--- src/rtl/relu_maxpool2x2_pkg.sv ---
// Shared constants for the ReLU + 2x2 max-pool stage and the convolution stage feeding it.
package relu_maxpool2x2_pkg;

    localparam int DW_IN_DEF  = 16;
    localparam int DW_OUT_DEF = 8;
    localparam int ROW_W_DEF  = 480;
    localparam int SHIFT_DEF  = 4;
    localparam int LB_DEPTH   = ROW_W_DEF / 2;
    localparam int NUM_CH     = 2;

    typedef enum logic {
        ROW_EVEN = 1'b0,
        ROW_ODD  = 1'b1
    } row_par_e;

    // Index width that never collapses to zero bits for tiny depths.
    function automatic int clog2_min1(input int n);
        return (n > 1) ? $clog2(n) : 1;
    endfunction

endpackage

--- src/rtl/relu_maxpool2x2_pool_channel.sv ---
// One channel: ReLU/requantise register, row/column tracking, pair register,
// half-row line buffer and the 2x2 max output register.
module pool_channel
    import relu_maxpool2x2_pkg::*;
#(
    parameter int DW_IN  = DW_IN_DEF,
    parameter int DW_OUT = DW_OUT_DEF,
    parameter int ROW_W  = ROW_W_DEF,
    parameter int SHIFT  = SHIFT_DEF
) (
    input  logic              clk,
    input  logic              Rst_n,
    input  logic [DW_IN-1:0]  din_i,
    input  logic              valid_i,
    output logic [DW_OUT-1:0] dout_o,
    output logic              valid_o
);

    localparam int DEPTH = ROW_W / 2;
    localparam int CW    = clog2_min1(ROW_W);
    localparam int AW    = clog2_min1(DEPTH);
    localparam logic [DW_IN-1:0] SAT = DW_IN'({DW_OUT{1'b1}});

    logic [DW_IN-1:0]  shifted;
    logic [DW_OUT-1:0] quant;

    always_comb begin
        shifted = din_i >> SHIFT;
        if (din_i[DW_IN-1])
            quant = '0;
        else if (shifted > SAT)
            quant = '1;
        else
            quant = shifted[DW_OUT-1:0];
    end

    // Position of the pixel currently on the input.
    logic [CW-1:0] col_q, col_d;
    row_par_e      row_q, row_d;

    always_comb begin
        col_d = col_q;
        row_d = row_q;
        if (valid_i) begin
            if (col_q == CW'(ROW_W - 1)) begin
                col_d = '0;
                row_d = row_par_e'(~row_q);
            end else begin
                col_d = col_q + 1'b1;
            end
        end
    end

    logic              vld1_q;
    logic [DW_OUT-1:0] q_q;
    logic              odd_col_q;
    row_par_e          odd_row_q;
    logic [AW-1:0]     idx_q;

    always_ff @(posedge clk) begin
        if (!Rst_n) begin
            vld1_q    <= 1'b0;
            q_q       <= '0;
            odd_col_q <= 1'b0;
            odd_row_q <= ROW_EVEN;
            idx_q     <= '0;
            col_q     <= '0;
            row_q     <= ROW_EVEN;
        end else begin
            vld1_q <= valid_i;
            if (valid_i) begin
                q_q       <= quant;
                odd_col_q <= col_q[0];
                odd_row_q <= row_q;
                idx_q     <= AW'(col_q >> 1);
            end
            col_q <= col_d;
            row_q <= row_d;
        end
    end

    logic [DW_OUT-1:0] mem [DEPTH];
    logic [DW_OUT-1:0] rd_q;
    logic [DW_OUT-1:0] pair_q;
    logic [DW_OUT-1:0] m2, m3;
    logic              wr_en, rd_en;

    assign m2    = (q_q > pair_q) ? q_q : pair_q;
    assign m3    = (rd_q > m2) ? rd_q : m2;
    assign wr_en = Rst_n && vld1_q && odd_col_q && (odd_row_q == ROW_EVEN);
    // Read is launched as the odd-row odd-column pixel arrives, so the entry
    // was written by the even row at least one pixel earlier.
    assign rd_en = valid_i && col_q[0] && (row_q == ROW_ODD);

    always_ff @(posedge clk) begin
        if (wr_en)
            mem[idx_q] <= m2;
        if (rd_en)
            rd_q <= mem[AW'(col_q >> 1)];
    end

    logic [DW_OUT-1:0] dout_q;
    logic              vout_q;

    always_ff @(posedge clk) begin
        if (!Rst_n) begin
            pair_q <= '0;
            dout_q <= '0;
            vout_q <= 1'b0;
        end else begin
            vout_q <= 1'b0;
            if (vld1_q) begin
                if (!odd_col_q) begin
                    pair_q <= q_q;
                end else if (odd_row_q == ROW_ODD) begin
                    dout_q <= m3;
                    vout_q <= 1'b1;
                end
            end
        end
    end

    assign dout_o  = dout_q;
    assign valid_o = vout_q;

endmodule

--- src/rtl/relu_maxpool2x2.sv ---
// Two independent ReLU + requantise + 2x2 max-pool channels.
module relu_maxpool2x2
    import relu_maxpool2x2_pkg::*;
#(
    parameter int DW_IN  = DW_IN_DEF,
    parameter int DW_OUT = DW_OUT_DEF,
    parameter int ROW_W  = ROW_W_DEF,
    parameter int SHIFT  = SHIFT_DEF
) (
    input  logic              clk,
    input  logic              Rst_n,
    input  logic [DW_IN-1:0]  din1,
    input  logic              valid_in1,
    input  logic [DW_IN-1:0]  din2,
    input  logic              valid_in2,
    output logic [DW_OUT-1:0] dout1,
    output logic              valid_out1,
    output logic [DW_OUT-1:0] dout2,
    output logic              valid_out2
);

    if ((ROW_W % 2) != 0 || ROW_W < 2) begin : g_row_w_chk
        $error("relu_maxpool2x2: ROW_W must be even and at least 2");
    end

    logic [NUM_CH-1:0][DW_IN-1:0]  din_a;
    logic [NUM_CH-1:0]             vin_a;
    logic [NUM_CH-1:0][DW_OUT-1:0] dout_a;
    logic [NUM_CH-1:0]             vout_a;

    assign din_a = {din2, din1};
    assign vin_a = {valid_in2, valid_in1};

    for (genvar g = 0; g < NUM_CH; g++) begin : g_ch
        pool_channel #(
            .DW_IN (DW_IN),
            .DW_OUT(DW_OUT),
            .ROW_W (ROW_W),
            .SHIFT (SHIFT)
        ) u_ch (
            .clk    (clk),
            .Rst_n  (Rst_n),
            .din_i  (din_a[g]),
            .valid_i(vin_a[g]),
            .dout_o (dout_a[g]),
            .valid_o(vout_a[g])
        );
    end

    assign dout1      = dout_a[0];
    assign valid_out1 = vout_a[0];
    assign dout2      = dout_a[1];
    assign valid_out2 = vout_a[1];

endmodule
--- config.mk ---
export PLATFORM = sky130hd
export DESIGN_NAME = relu_maxpool2x2
export DESIGN_NICKNAME = d
export VERILOG_FILES = /design/src/rtl/relu_maxpool2x2_pkg.sv /design/src/rtl/relu_maxpool2x2_pool_channel.sv /design/src/rtl/relu_maxpool2x2.sv
export SDC_FILE = /design/constraint.sdc
export NUM_CORES = 2
export LEC_CHECK = 0
export ABC_CLOCK_PERIOD_IN_PS = 13100
export BUFFER_PORTS_ARGS = -buffer_cell sky130_fd_sc_hd__buf_4
export CAP_MARGIN = 10
export CORE_ASPECT_RATIO = 0.5
export CORE_MARGIN = 2
export CORE_UTILIZATION = 35
export DETAILED_ROUTE_END_ITERATION = 8
export PLACE_DENSITY = 0.54
export SLEW_MARGIN = 0
export SYNTH_ARGS = -nofsm -noshare
export SYNTH_HDL_FRONTEND = slang
export SYNTH_HIERARCHICAL = 1
export SYNTH_SLANG_ARGS = --single-unit
--- constraint.sdc ---
create_clock -name clk -period 13.1 [get_ports clk]
set_input_delay 2.62 -clock clk [delete_from_list [all_inputs] [get_ports clk]]
set_output_delay 2.62 -clock clk [all_outputs]
set_load 0.01 [all_outputs]
==> impl_metrics.env <==
export IMPL_dr_pass1_iters=6
export IMPL_regArea_mm2=0.118
export IMPL_place_inst=13200
export IMPL_drive_gt1_share_pct=20.3
export IMPL_first_iter_violations=7845
export IMPL_cts_tree="done"
export IMPL_crit_path_max_fanout=16
export IMPL_grt_pass1_wl_mm=577
export IMPL_slew_viol_final=0
export IMPL_p_per_area_mw_per_mm2=149
export IMPL_outcome="completed"
export IMPL_cts_buffers_inserted=362
export IMPL_cp_endpoint="g_ch[1].u_ch/mem[116][5]"
export IMPL_m1WireLength_mm=177
export IMPL_syn2layout_area_growth_pct=11.9
export IMPL_hold_viol_final=0
export IMPL_r2r_end="g_ch[1].u_ch/rd_q[1]"
export IMPL_crit_type="input port to register"
export IMPL_cp_end_kind="register"
export IMPL_routed_wl_mm=409
export IMPL_gp_congestion=0.794
export IMPL_synthFlopType="edfxtp_1"
export IMPL_setup_viol_count_final=0
export IMPL_cp_cell_sequence="buf_4 > nand4_1 > nor3_1 > nand3_1 > nor2_1"
export IMPL_yosysSeqAreaShare_pct=76.4
export IMPL_finClkSkew_ns=0.0423
export IMPL_dpl_hpwl_mm=234
export IMPL_final_core_util_pct=39.3
export IMPL_avgViaCountPerCell=5.51
export IMPL_wl_met3_mm=25.8
export IMPL_rsz0062_at_grt="false"
export IMPL_antenna_found_initial=26
export IMPL_clk_latency_ns=0.95
export IMPL_grt_pass1_vias=75300
export IMPL_fin_crit_sh_pct=41.3
export IMPL_finalSetupTns_ns=0
export IMPL_drv_cap=0
export IMPL_route_met2_wl_mm=195
export IMPL_setup_slack_ns=7.69
export IMPL_path_clk_slew_ns=0.06
export IMPL_synth_edf_count=3856
export IMPL_drtAntennaViolNets=0
export IMPL_clock_sinks=3948
export IMPL_synth_cell_types=64
export IMPL_critPathRequiredTime_ns=13.65
export IMPL_critPathArrivalTime_ns=5.96
export IMPL_grtUsageTotal_pct=17.8
export IMPL_cts_buffer_depth=4
export IMPL_fmax_mhz=185
export IMPL_grt_overflow_total=0
export IMPL_initial_core_util_pct=35.1
export IMPL_dp_slack_ns=6.87
export IMPL_start_kind="input port"
export IMPL_r2r_cells=7
export IMPL_htreeDepth=5
export IMPL_final_cells=13800
export IMPL_vdd_drop_max_mv=0.101
export IMPL_synth_nets=7666
export IMPL_slowest_stage="nor2_1"
export IMPL_cts_hold_buffers_added=0
export IMPL_nFillCells=39000
export IMPL_p_leak_nw=51.5
export IMPL_fin_crit_ns=5.41
export IMPL_cts_resized_gates=0
export IMPL_vias=76100
export IMPL_drc=0
export IMPL_dieHeight_um=473
export IMPL_syn_area_mm2=0.154
export IMPL_multiInputGateArea_mm2=0.0339
export IMPL_ys_warn_count=6
export IMPL_syn_area_per_cell_um2=20.3
export IMPL_synthCells=7596
export IMPL_regToRegStartpoint="g_ch[1].u_ch/col_q[1]"
export IMPL_max_slew_margin_pct=10.2
export IMPL_io_buffers=45
export IMPL_coreArea_mm2=0.438
export IMPL_reg2reg_slack_ns=7.92
export IMPL_ys_seq_elements=3948
export IMPL_crit_path_start="Rst_n"
export IMPL_min_path_type="register to register"
export IMPL_row_count=172
export IMPL_maxUsedRoutingLayer="met5"
export IMPL_nets=7766
export IMPL_ios=54
export IMPL_die_area_mm2=0.445
export IMPL_ys_async_sr_fraction_pct=0
export IMPL_tightest_slew_ns=1.31
export IMPL_clockRootBuffer="clkbuf_16"
export IMPL_grt_max_degree=189
export IMPL_cp_slowest_stage_delay_ns=1.01
export IMPL_die_w_um=942
export IMPL_postCtsSetupBuffers=0
export IMPL_routedWlPerCell_um=29.6
[worst max-delay path, delay by kind of cell]
| kind | cells | cell delay [ns] |
|---|---|---|
| buffers and inverters | 1 | 0.26 |
| AND/OR/NAND/NOR | 4 | 3.04 |
[cell families (layout without fill, tap and decap cells)]
kind of cell             after synthesis  count (layout)  share of synthesized area [%]
AO/OA/AOI/OAI                        796             796                           3.79
XOR/XNOR                              16              16                         0.0911
adder cells (fa/ha/maj)               34              34                          0.276
buffers and inverters                506             886                           1.66
flip-flops                          3948            3948                           76.4
multiplexers                        1290            1290                           15.0
other                                  0               9                              0
AND/OR/NAND/NOR                     1006            1006                           2.80
[area by class of cell]
cell class	count	area share, %
multi-input combinational	3142	19.7
timing repair buffer	196	0.962
clock buffer	441	5.56
tap	5829	4.24
antenna	9	0.0131
sequential	3948	68.3
inverter	46	0.144
clock inverter	203	1.03
[where the power goes]
part           total (W)  internal (W)  switching [W]
clock network     0.0105       0.00577        0.00470
registers         0.0140        0.0140      0.0000173
logic            0.00107      0.000342       0.000728
total             0.0256        0.0201        0.00545
[registers in the layout (all words and copies together), names as in the netlist]
name                 count
g_ch.u_ch/col_q         18
g_ch.u_ch/dout_o        16
g_ch.u_ch/idx_q         16
g_ch.u_ch/mem         3840
g_ch.u_ch/odd_col_q      2
g_ch.u_ch/odd_row_q      2
g_ch.u_ch/pair_q        16
g_ch.u_ch/q_q           16
g_ch.u_ch/rd_q          16
g_ch.u_ch/row_q          2
g_ch.u_ch/valid_o        2
g_ch.u_ch/vld1_q         2
[how the worst min path moves through the flow]
stage | startpoint | to | slack [ns] | cells past startpoint
after global placement | g_ch[0].u_ch/dout_o[7] | g_ch[0].u_ch/dout_o[7] | 0.48 | 2
after floorplan | g_ch[0].u_ch/dout_o[1] | g_ch[0].u_ch/dout_o[1] | 0.47 | 2
after detailed placement | g_ch[0].u_ch/dout_o[7] | g_ch[0].u_ch/dout_o[7] | 0.48 | 2
after global routing | g_ch[0].u_ch/dout_o[4] | g_ch[0].u_ch/dout_o[4] | 0.50 | 2
final | g_ch[0].u_ch/dout_o[6] | g_ch[0].u_ch/dout_o[6] | 0.48 | 2
after CTS | g_ch[0].u_ch/dout_o[7] | g_ch[0].u_ch/dout_o[7] | 0.49 | 2
[synthesized netlist by cell type, types with 12 or more instances]
master	number	area share (%)
o211a_1	14	0.091
mux2i_1	440	2.9
o221ai_1	112	0.64
a21oi_1	92	0.30
buf_1	16	0.039
nand2b_1	28	0.11
o21a_1	12	0.059
buf_6	26	0.19
inv_1	44	0.11
mux4_2	802	12
nor2b_1	54	0.22
mux2_2	48	0.35
a22o_1	38	0.22
a22oi_1	80	0.39
buf_2	142	0.46
nor2_1	648	1.6
a31oi_1	16	0.065
o21ai_1	30	0.098
nand3_1	48	0.16
o22ai_1	80	0.33
ha_1	34	0.28
nand2_1	134	0.33
a211o_1	22	0.13
o211ai_1	16	0.078
buf_4	74	0.36
nor3_1	12	0.039
clkbuf_1	202	0.49
a211oi_1	116	0.57
o21ai_0	48	0.16
a2111oi_0	30	0.17
edfxtp_1	3856	75
and2_1	22	0.089
a221oi_1	30	0.17
dfxtp_1	92	1.2
[routing by layer]
layer  GRT usage [%]  vias up
li1                -    31600
met1            25.5    41200
met2            28.9     2689
met3            2.49      565
met4            4.67        2
met5               0        -
[placed cells by master, fill, tap and decap left out, types with 50 or more instances in the layout]
cell          n
buf_4       180
clkbuf_1     69
nor2b_1      50
o221ai_1    112
dfxtp_1      81
edfxtp_1   3856
clkbuf_16   372
mux2i_1     440
mux4_2      802
a211oi_1    113
nand2_1     126
a21oi_1      92
a22oi_1      80
o22ai_1      80
nor2_1      646
clkinv_1     78
clkinv_2     73
[per-stage QoR]
stage / instance area (um^2) / hold slack (ns) / total power, W
after floorplan: 154000 / 0.471 / 0.0151
after global placement: 161000 / 0.475 / 0.0154
after detailed placement: 161000 / 0.476 / 0.0154
after CTS: 172000 / 0.487 / 0.0258
after global routing: 172000 / 0.504 / 0.0264
final: 172000 / 0.479 / 0.0256
Note: power is estimated with default switching activity, not from simulation.
